**src/rtl/route_pkg.sv**
```systemverilog
// Shared route-compute definitions for mesh NoC routers: route codes, order
// modes, skid-buffer states and the dimension-order route function.
package route_pkg;

  localparam int ROUTE_W = 3;
  localparam int COORD_W = 8;

  typedef logic [ROUTE_W-1:0] route_t;

  localparam route_t ROUTE_LOCAL = 3'd0;
  localparam route_t ROUTE_NORTH = 3'd1;
  localparam route_t ROUTE_EAST  = 3'd2;
  localparam route_t ROUTE_SOUTH = 3'd3;
  localparam route_t ROUTE_WEST  = 3'd4;

  localparam logic MODE_XY = 1'b0;
  localparam logic MODE_YX = 1'b1;

  typedef struct packed {
    logic [COORD_W-1:0] x;
    logic [COORD_W-1:0] y;
  } coord_t;

  typedef enum logic [1:0] {
    SKID_EMPTY = 2'd0,
    SKID_ONE   = 2'd1,
    SKID_FULL  = 2'd2
  } skid_state_t;

  // Coordinates are zero-extended into coord_t by the caller, so one function
  // serves any mesh size up to 2**COORD_W per dimension.
  function automatic route_t route_compute(input coord_t router_addr,
                                           input coord_t dest_addr,
                                           input logic   mode);
    route_t x_route;
    route_t y_route;
    x_route = (dest_addr.x > router_addr.x) ? ROUTE_EAST  :
              (dest_addr.x < router_addr.x) ? ROUTE_WEST  : ROUTE_LOCAL;
    y_route = (dest_addr.y > router_addr.y) ? ROUTE_NORTH :
              (dest_addr.y < router_addr.y) ? ROUTE_SOUTH : ROUTE_LOCAL;
    if (mode == MODE_YX) begin
      return (y_route != ROUTE_LOCAL) ? y_route : x_route;
    end
    return (x_route != ROUTE_LOCAL) ? x_route : y_route;
  endfunction

endpackage

```
**src/rtl/xy_route_stage_skid_buffer_2.sv**
```systemverilog
// Two-entry valid/ready register slice: main drives the outputs, skid catches
// the flit accepted while the downstream stalls. in_ready is a pure state decode.
module skid_buffer_2
  import route_pkg::*;
#(
  parameter int DATA_W = 19
) (
  input  logic              clk,
  input  logic              reset,
  input  logic [DATA_W-1:0] in_data,
  input  logic              in_valid,
  output logic              in_ready,
  output logic [DATA_W-1:0] out_data,
  output logic              out_valid,
  input  logic              out_ready
);

  skid_state_t       state_q, state_d;
  logic [DATA_W-1:0] main_q, main_d;
  logic [DATA_W-1:0] skid_q, skid_d;
  logic              accept;

  assign in_ready  = (state_q != SKID_FULL);
  assign out_valid = (state_q != SKID_EMPTY);
  assign out_data  = main_q;
  assign accept    = in_valid && in_ready;

  // NOTE: every variable gets its hold value first, so no path through the
  // case statement can leave one unassigned and infer a latch.
  always_comb begin
    state_d = state_q;
    main_d  = main_q;
    skid_d  = skid_q;
    unique case (state_q)
      SKID_EMPTY: begin
        if (accept) begin
          main_d  = in_data;
          state_d = SKID_ONE;
        end
      end
      SKID_ONE: begin
        if (accept && out_ready) begin
          main_d = in_data;
        end else if (accept) begin
          skid_d  = in_data;
          state_d = SKID_FULL;
        end else if (out_ready) begin
          state_d = SKID_EMPTY;
        end
      end
      SKID_FULL: begin
        if (out_ready) begin
          main_d  = skid_q;
          state_d = SKID_ONE;
        end
      end
      default: state_d = SKID_EMPTY;
    endcase
  end

  // NOTE: the data registers are reset too, because out_header must read zero
  // after reset; <= keeps every flop updating from pre-edge values.
  always_ff @(posedge clk) begin
    if (reset) begin
      state_q <= SKID_EMPTY;
      main_q  <= '0;
      skid_q  <= '0;
    end else begin
      state_q <= state_d;
      main_q  <= main_d;
      skid_q  <= skid_d;
    end
  end

endmodule

```
**src/rtl/xy_route_stage.sv**
```systemverilog
// Dimension-order route-compute stage: prepends a route code to each header
// flit, drops flits with out-of-range destinations and counts them.
module xy_route_stage
  import route_pkg::*;
#(
  parameter int X_BITS   = 2,
  parameter int Y_BITS   = 2,
  parameter int MESH_X   = 4,
  parameter int MESH_Y   = 4,
  parameter int HEADER_W = 16,
  parameter int PORT_W   = 3
) (
  input  logic                       clk,
  input  logic                       reset,
  input  logic [X_BITS+Y_BITS-1:0]   router_address,
  input  logic                       yx_mode,
  input  logic [HEADER_W-1:0]        in_header,
  input  logic                       in_valid,
  output logic                       in_ready,
  output logic [PORT_W+HEADER_W-1:0] out_header,
  output logic                       out_valid,
  input  logic                       out_ready,
  output logic                       dest_error,
  output logic [7:0]                 drop_count
);

  logic [X_BITS-1:0]          dest_x, rtr_x;
  logic [Y_BITS-1:0]          dest_y, rtr_y;
  logic                       x_oob, y_oob, dest_bad;
  logic                       accept, push, drop;
  coord_t                     rtr_c, dest_c;
  route_t                     route;
  logic [PORT_W+HEADER_W-1:0] tagged_header;

  logic       dest_error_q, dest_error_d;
  logic [7:0] drop_count_q, drop_count_d;

  assign dest_x = in_header[X_BITS+Y_BITS-1:Y_BITS];
  assign dest_y = in_header[Y_BITS-1:0];
  assign rtr_x  = router_address[X_BITS+Y_BITS-1:Y_BITS];
  assign rtr_y  = router_address[Y_BITS-1:0];

  // A full power-of-two dimension cannot hold an out-of-range coordinate.
  if (MESH_X < (1 << X_BITS)) begin : g_x_check
    assign x_oob = (dest_x >= X_BITS'(MESH_X));
  end else begin : g_x_full
    assign x_oob = 1'b0;
  end

  if (MESH_Y < (1 << Y_BITS)) begin : g_y_check
    assign y_oob = (dest_y >= Y_BITS'(MESH_Y));
  end else begin : g_y_full
    assign y_oob = 1'b0;
  end

  assign dest_bad = x_oob || y_oob;
  assign accept   = in_valid && in_ready;
  assign push     = accept && !dest_bad;
  assign drop     = accept && dest_bad;

  assign rtr_c  = '{x: COORD_W'(rtr_x),  y: COORD_W'(rtr_y)};
  assign dest_c = '{x: COORD_W'(dest_x), y: COORD_W'(dest_y)};
  assign route  = route_compute(rtr_c, dest_c, yx_mode);

  assign tagged_header = {PORT_W'(route), in_header};

  skid_buffer_2 #(
    .DATA_W(PORT_W + HEADER_W)
  ) u_skid (
    .clk      (clk),
    .reset    (reset),
    .in_data  (tagged_header),
    .in_valid (push),
    .in_ready (in_ready),
    .out_data (out_header),
    .out_valid(out_valid),
    .out_ready(out_ready)
  );

  always_comb begin
    dest_error_d = dest_error_q | drop;
    drop_count_d = drop_count_q;
    if (drop && (drop_count_q != 8'hFF)) begin
      drop_count_d = drop_count_q + 8'd1;
    end
  end

  always_ff @(posedge clk) begin
    if (reset) begin
      dest_error_q <= 1'b0;
      drop_count_q <= 8'd0;
    end else begin
      dest_error_q <= dest_error_d;
      drop_count_q <= drop_count_d;
    end
  end

  assign dest_error = dest_error_q;
  assign drop_count = drop_count_q;

endmodule

```
**config.mk**
```make
export PLATFORM = sky130hd
export DESIGN_NAME = xy_route_stage
export DESIGN_NICKNAME = d
export VERILOG_FILES = /design/src/rtl/route_pkg.sv /design/src/rtl/xy_route_stage_skid_buffer_2.sv /design/src/rtl/xy_route_stage.sv
export SDC_FILE = /design/constraint.sdc
export NUM_CORES = 1
export LEC_CHECK = 0
export BUFFER_PORTS_ARGS = -buffer_cell sky130_fd_sc_hd__clkbuf_2
export CAP_MARGIN = 40
export CELL_PAD_IN_SITES_DETAIL_PLACEMENT = 0
export CELL_PAD_IN_SITES_GLOBAL_PLACEMENT = 1
export CORE_ASPECT_RATIO = 0.8
export CORE_MARGIN = 1.5
export CORE_UTILIZATION = 33
export DETAILED_ROUTE_END_ITERATION = 7
export PLACE_DENSITY = 0.8
export SETUP_SLACK_MARGIN = 0.2
export SYNTH_ARGS = -nofsm -noshare
export SYNTH_HDL_FRONTEND = slang
export SYNTH_SLANG_ARGS = --single-unit
```
**constraint.sdc**
```tcl
create_clock -name clk -period 1.5 [get_ports clk]
set_input_delay 0.225 -clock clk [delete_from_list [all_inputs] [get_ports clk]]
set_output_delay 0.225 -clock clk [all_outputs]
set_load 0.05 [all_outputs]
```
; After elaboration in Yosys (flattened, before gate mapping)
; Index checks and enable logic that the tools add are counted.
; W data, S select, Z words.
[op_classes]
n_eq_ne = 8
reduce_logical = 11
order_cmp = 4
bitwise_logic = 1
mux = 19
[op_table]
columns = operator, count
row1 = $mux W19, 3
row2 = $pmux W19 S3, 1
row3 = $mux W3, 6
row4 = $mux W2, 7
row5 = $reduce_bool A3 Y1, 3
row6 = $reduce_and A4 Y1, 2
row7 = $ne A2 B2 Y1 const B, 3
row8 = $pmux W2 S3, 1
row9 = $gt A2 B2 Y1, 2
row10 = $lt A2 B2 Y1, 2
row11 = $ne A2 B1 Y1 const B, 2
row12 = $logic_and A1 B1 Y1, 3
row13 = $ne A3 B2 Y1 const B, 1
row14 = $reduce_and A3 Y1, 1
row15 = $eq A2 B1 Y1 const B, 1
row16 = $eq A2 B2 Y1 const B, 1
row17 = $logic_not A2 Y1, 1
row18 = $reduce_bool A2 Y1, 1
row19 = $mux W1, 1
row20 = $not A1 Y1, 1
[word_totals]
reg_bits = 40
inputBits = 25

; Logic depth before layout (Yosys ltp)
[logic_depth]
word_depth = 9
ltp_mapped = 6
mapped_depth_nobuf = 6

; Hierarchy
; From an unflattened synthesis, not the netlist that was laid out.
[unflattened]
hier_cells = 222
hier_area_um2 = 2087.0
[modules_own_cells]
columns = module, instances, cells_per_inst, area_per_inst_um2, seq_area_each_um2
row1 = skid_buffer_2, 1, 189, 1864.3, 800.8
row2 = xy_route_stage, 1, 33, 222.7, 0.0

; Worst setup path before layout
; No wires, ideal clock.
[synth_timing]
path_kind = input port to flip-flop
start = in router_address[3]
end = reg u_skid.main_q[17], in the netlist u_skid.out_data[17]
required_time_ps = 1365
cell_stages = 6
slack_ps = 91
setup_time_ps = 135
arrival_time_ps = 1274
n_path_buf = 0
path_cell_list = inv_1 -> ha_1 -> nor2b_1 -> or2_2 -> a32oi_1 -> o221ai_1
[synth_via]
elab_chain_cells = 8
elab_cells_between_ends = 12
[synth_lines]
columns = item, line_no
row1 = start: declaration, xy_route_stage.sv:15  ; input logic [X_BITS+Y_BITS-1:0] router_address,
row2 = $lt A2 B2 Y1, route_pkg.sv:38  ; (dest_addr.x < router_addr.x) ? ROUTE_WEST : ROUTE_LOCAL;
row3 = $mux W3, route_pkg.sv:38
row4 = $mux W3 *, route_pkg.sv:37  ; x_route = (dest_addr.x > router_addr.x) ? ROUTE_EAST :
row5 = $reduce_bool A3 Y1, route_pkg.sv:44  ; return (x_route != ROUTE_LOCAL) ? x_route : y_route;
row6 = $mux W3, route_pkg.sv:44
row7 = $mux W3 *, route_pkg.sv:44
row8 = $mux W19 (on tied branches), "xy_route_stage_skid_buffer_2.sv:42, xy_route_stage_skid_buffer_2.sv:36"
row9 = $pmux W19 S3 *, xy_route_stage_skid_buffer_2.sv:34  ; unique case (state_q)
row10 = end signal: assignment, xy_route_stage_skid_buffer_2.sv:70  ; main_q <= main_d;
row11 = end: declaration, xy_route_stage_skid_buffer_2.sv:19  ; logic [DATA_W-1:0] main_q, main_d;
; Mark *: on every way between the ends. The rest lies on a longest branch, timed or not. The select of a mux whose other input is x is not followed.
; A chain may end at the register's enable or synchronous reset.

; Final worst setup path
[layout_timing]
start = reg u_skid.state_q[1]
end = reg u_skid.main_q[16], in the netlist u_skid.out_data[16]
[layout_via]
elab_chain_cells = 6
elab_cells_between_ends = 13
[layout_lines]
columns = item, line_no
row1 = start: declaration, xy_route_stage_skid_buffer_2.sv:18  ; skid_state_t state_q, state_d;
row2 = start signal: assignment, xy_route_stage_skid_buffer_2.sv:69  ; state_q <= state_d;
row3 = $ne A2 B2 Y1, xy_route_stage_skid_buffer_2.sv:23  ; assign in_ready = (state_q != SKID_FULL);
row4 = $logic_and A1 B1 Y1, xy_route_stage.sv:57  ; assign accept = in_valid && in_ready;
row5 = $logic_and A1 B1 Y1, xy_route_stage_skid_buffer_2.sv:26  ; assign accept = in_valid && in_ready;
row6 = $logic_and A1 B1 Y1, xy_route_stage_skid_buffer_2.sv:42  ; if (accept && out_ready) begin
row7 = $ne A2 B1 Y1 (no source line), n/a
row8 = $reduce_and A4 Y1 (no source line), n/a
; Several ways; a longest one is shown, not always the timed one.

==> impl_metrics.env <==
export IMPL_final_cells=362
export IMPL_ys_seq_area_share_pct=42.7
export IMPL_start_util_pct=34.3
export IMPL_synth_top_family_by_area="simple AND/OR/NAND/NOR gates"
export IMPL_power_density_nw_per_um2=1240
export IMPL_avgSynthCellArea_sq_um=8.02
export IMPL_total_power_mw=3.07
export IMPL_totalWireLength_um=4360
export IMPL_p_leak_nw=1.04
export IMPL_grt_pass1_vias=1446
export IMPL_grt_usage_pct=14.9
export IMPL_num_io_pins=55
export IMPL_syn_inst=234
export IMPL_drt_pass1_iter_count=4
export IMPL_synth_area_leaders="dfxtp_1, nand2_1, a21oi_1"
export IMPL_clkPwrFrac_pct=39.6
export IMPL_ys_warn_count=0
export IMPL_num_nets_final=312
export IMPL_holdBufCountCts=0
export IMPL_numCtsBuffers=5
export IMPL_dp_cells=352
export IMPL_cts_tree="done"
export IMPL_drt_iter0_drc=62
export IMPL_setup_worst_path_start_class="register"
export IMPL_critPathArrivalTime_ps=1560
export IMPL_crit_type="reg2reg"
export IMPL_ir_worst_vdd_uv=428
export IMPL_hold_ws_ps=160
export IMPL_gp_congestion=0.809
export IMPL_comb_power_share_pct=22.3
export IMPL_synthFlopType="dfxtp_1"
export IMPL_antenna_found_initial=0
export IMPL_finalSetupViolCount=0
export IMPL_synth_seq_cells=40
export IMPL_diodes=0
export IMPL_fillers=576
export IMPL_insertion_delay_ps=290
export IMPL_cts_sinks=40
export IMPL_synth_adder_area_share_pct=2.67
export IMPL_area_growth_pct=31.9
export IMPL_cp_slowest_stage_delay_ps=380
export IMPL_slew_headroom_pct=64.1
export IMPL_synth_top_area_cell="dfxtp_1"
export IMPL_hpwl_um=3000
export IMPL_clock_fmax_mhz=733
export IMPL_drive_gt1_share_pct=29.6
export IMPL_wl_per_cell_um=12.0
export IMPL_fin_crit_ps=1360
export IMPL_worst_path_max_fanout=21
export IMPL_crit_slowest_cell="dfxtp_4"
export IMPL_grt_pass1_wl_um=7180
export IMPL_status="finished, final reports clean"
export IMPL_vias=1678
export IMPL_hp_class="in2reg"
export IMPL_drv_cap=0
export IMPL_synthMuxAreaShare_pct=0.534
export IMPL_yosysMostFrequentCell="nand2_1"
export IMPL_post_route_util_pct=45.3
export IMPL_clockRootBuffer="clkbuf_8"
export IMPL_cp_required_ps=1690
export IMPL_fp_dieArea_sq_um=6150
export IMPL_synth_xor_area_share_pct=0
export IMPL_vias_per_cell=4.64
export IMPL_switching_share_pct=28.8
export IMPL_synth_compound_area_share_pct=20.2
export IMPL_yosys_area_share_simple_pct=24.3
export IMPL_skew_ps=5.40
export IMPL_p_switching_uw=884
export IMPL_hold_viol=0
export IMPL_ys_types=34
export IMPL_critPathCaptureType="register"
export IMPL_drc=0
export IMPL_cellInternalPower_mw=2.18
export IMPL_finalCritPeriodShare_pct=90.9
export IMPL_synth_common_cells="nand2_1, dfxtp_1, nor2_1, a21oi_1, buf_4"
export IMPL_coreArea_sq_um=5470
export IMPL_path_cells="mux2i_2, o21ai_4, buf_12, nor2_1, a311oi_1"
export IMPL_h_tree_depth=2
export IMPL_tightest_slew_ps=538
export IMPL_async_flop_share_pct=0
export IMPL_grt_max_degree=22
export IMPL_yosys_area_top_type_share_pct=42.7
export IMPL_synth_area_sq_um=1880
export IMPL_die_h_um=70.4
export IMPL_io_buffers=45
export IMPL_setup_tns_ps=0
export IMPL_maxSlewViolCount=0
export IMPL_clock_path_buffers=2
export IMPL_clk_pin_slew_worst_paths_ps=80
export IMPL_grt_overflow_total=0
export IMPL_rows=24
export IMPL_sequentialPowerShare_pct=38.1
export IMPL_rsz0062_at_grt="yes"
export IMPL_die_x_um=87.3
export IMPL_synth_edff_count=0
export IMPL_ant_nets=0
## placed cells by master, fill, tap and decap left out, drive strengths merged
cell,n
o22a,1
inv,6
clkbuf,49
buf,15
o221ai,1
nand3b,1
nand3,2
mux2i,1
or2,2
o21ai,2
a21oi,22
nor2,27
dfxtp,40
conb,9
nand2b,1
ha,4
nand2,67
nor3b,1
a32oi,1
nand4b,1
nand4bb,1
o21bai,1
a211oi,3
o211ai,2
and4bb,1
bufinv,3
a311oi,16
nor2b,4
## registers in the layout, indices dropped and copies added (netlist names)
register,flops
u_skid.out_data,19
u_skid.state_q,2
u_skid.skid_q,19
## path summary, 6_finish.rpt
kind / from / end / slack, ps / cells after the start
min: in_header[14] / u_skid.skid_q[14]$_SDFFE_PP0P_ / 160 / 3
max: u_skid.state_q[1]$_SDFFE_PP0P_ / u_skid.out_data[16]$_SDFFE_PP0P_ / 140 / 5
max reg2reg: u_skid.state_q[1]$_SDFFE_PP0P_ / u_skid.out_data[16]$_SDFFE_PP0P_ / 140 / 5
min reg2reg: u_skid.skid_q[14]$_SDFFE_PP0P_ / u_skid.skid_q[14]$_SDFFE_PP0P_ / 460 / 2
## repair_timing
item,CTS,global route
resized for setup,13,6
buffers inserted,2,0
pin swaps,1,0
endpoints found under the setup margin,34,29
## metal layers
metal	up-vias	share of wire, %	track usage, %
met5	-	0	0
met4	0	1.1	4.76
met3	5	4.9	3.31
met2	48	42	20.6
met1	751	52	22.6
li1	874	-	-
## stage by stage
step / cell area (sq um) / setup slack, ps
floorplan: 1920 / 181
global placement: 2230 / 0.560
detailed placement: 2230 / -27.8
CTS: 2460 / 141
global route: 2470 / 41.0
finish: 2470 / 136
## critical path: cells and delay by family (launching register included)
| family | cells | cell delay, ps |
|---|---|---|
| compound gates | 2 | 460 |
| flops | 1 | 380 |
| buf+inv | 1 | 200 |
| mux | 1 | 180 |
| simple gates | 1 | 50 |
## layout make-up
type,instances,area [sq um],share of cell area [%]
repair buffers,59,422,17.0
clock inverters,3,90.1,3.64
flip-flops and latches,40,808,32.7
inverters,6,25.0,1.01
clock buffers,5,68.8,2.78
multi-input cells,171,962,38.9
well taps,78,97.6,3.95
## cells by family after synthesis
| group | count (synthesis) |
|---|---|
| and+or+nand+nor | 108 |
| other | 1 |
| AOI/OAI and AO/OA | 49 |
| DFF | 40 |
| adders and majority gates | 4 |
| buffers and inverters | 31 |
| muxes | 1 |
## power groups by stage
stage	sequential [mW]	clock, mW	combinational [mW]
floorplan	1.37	0	0.319
global route	1.18	1.28	0.735
detailed placement	1.20	0	0.657
global placement	1.19	0	0.653
CTS	1.17	1.23	0.684
finish	1.17	1.21	0.686
Power figures use the tool's default switching activity.
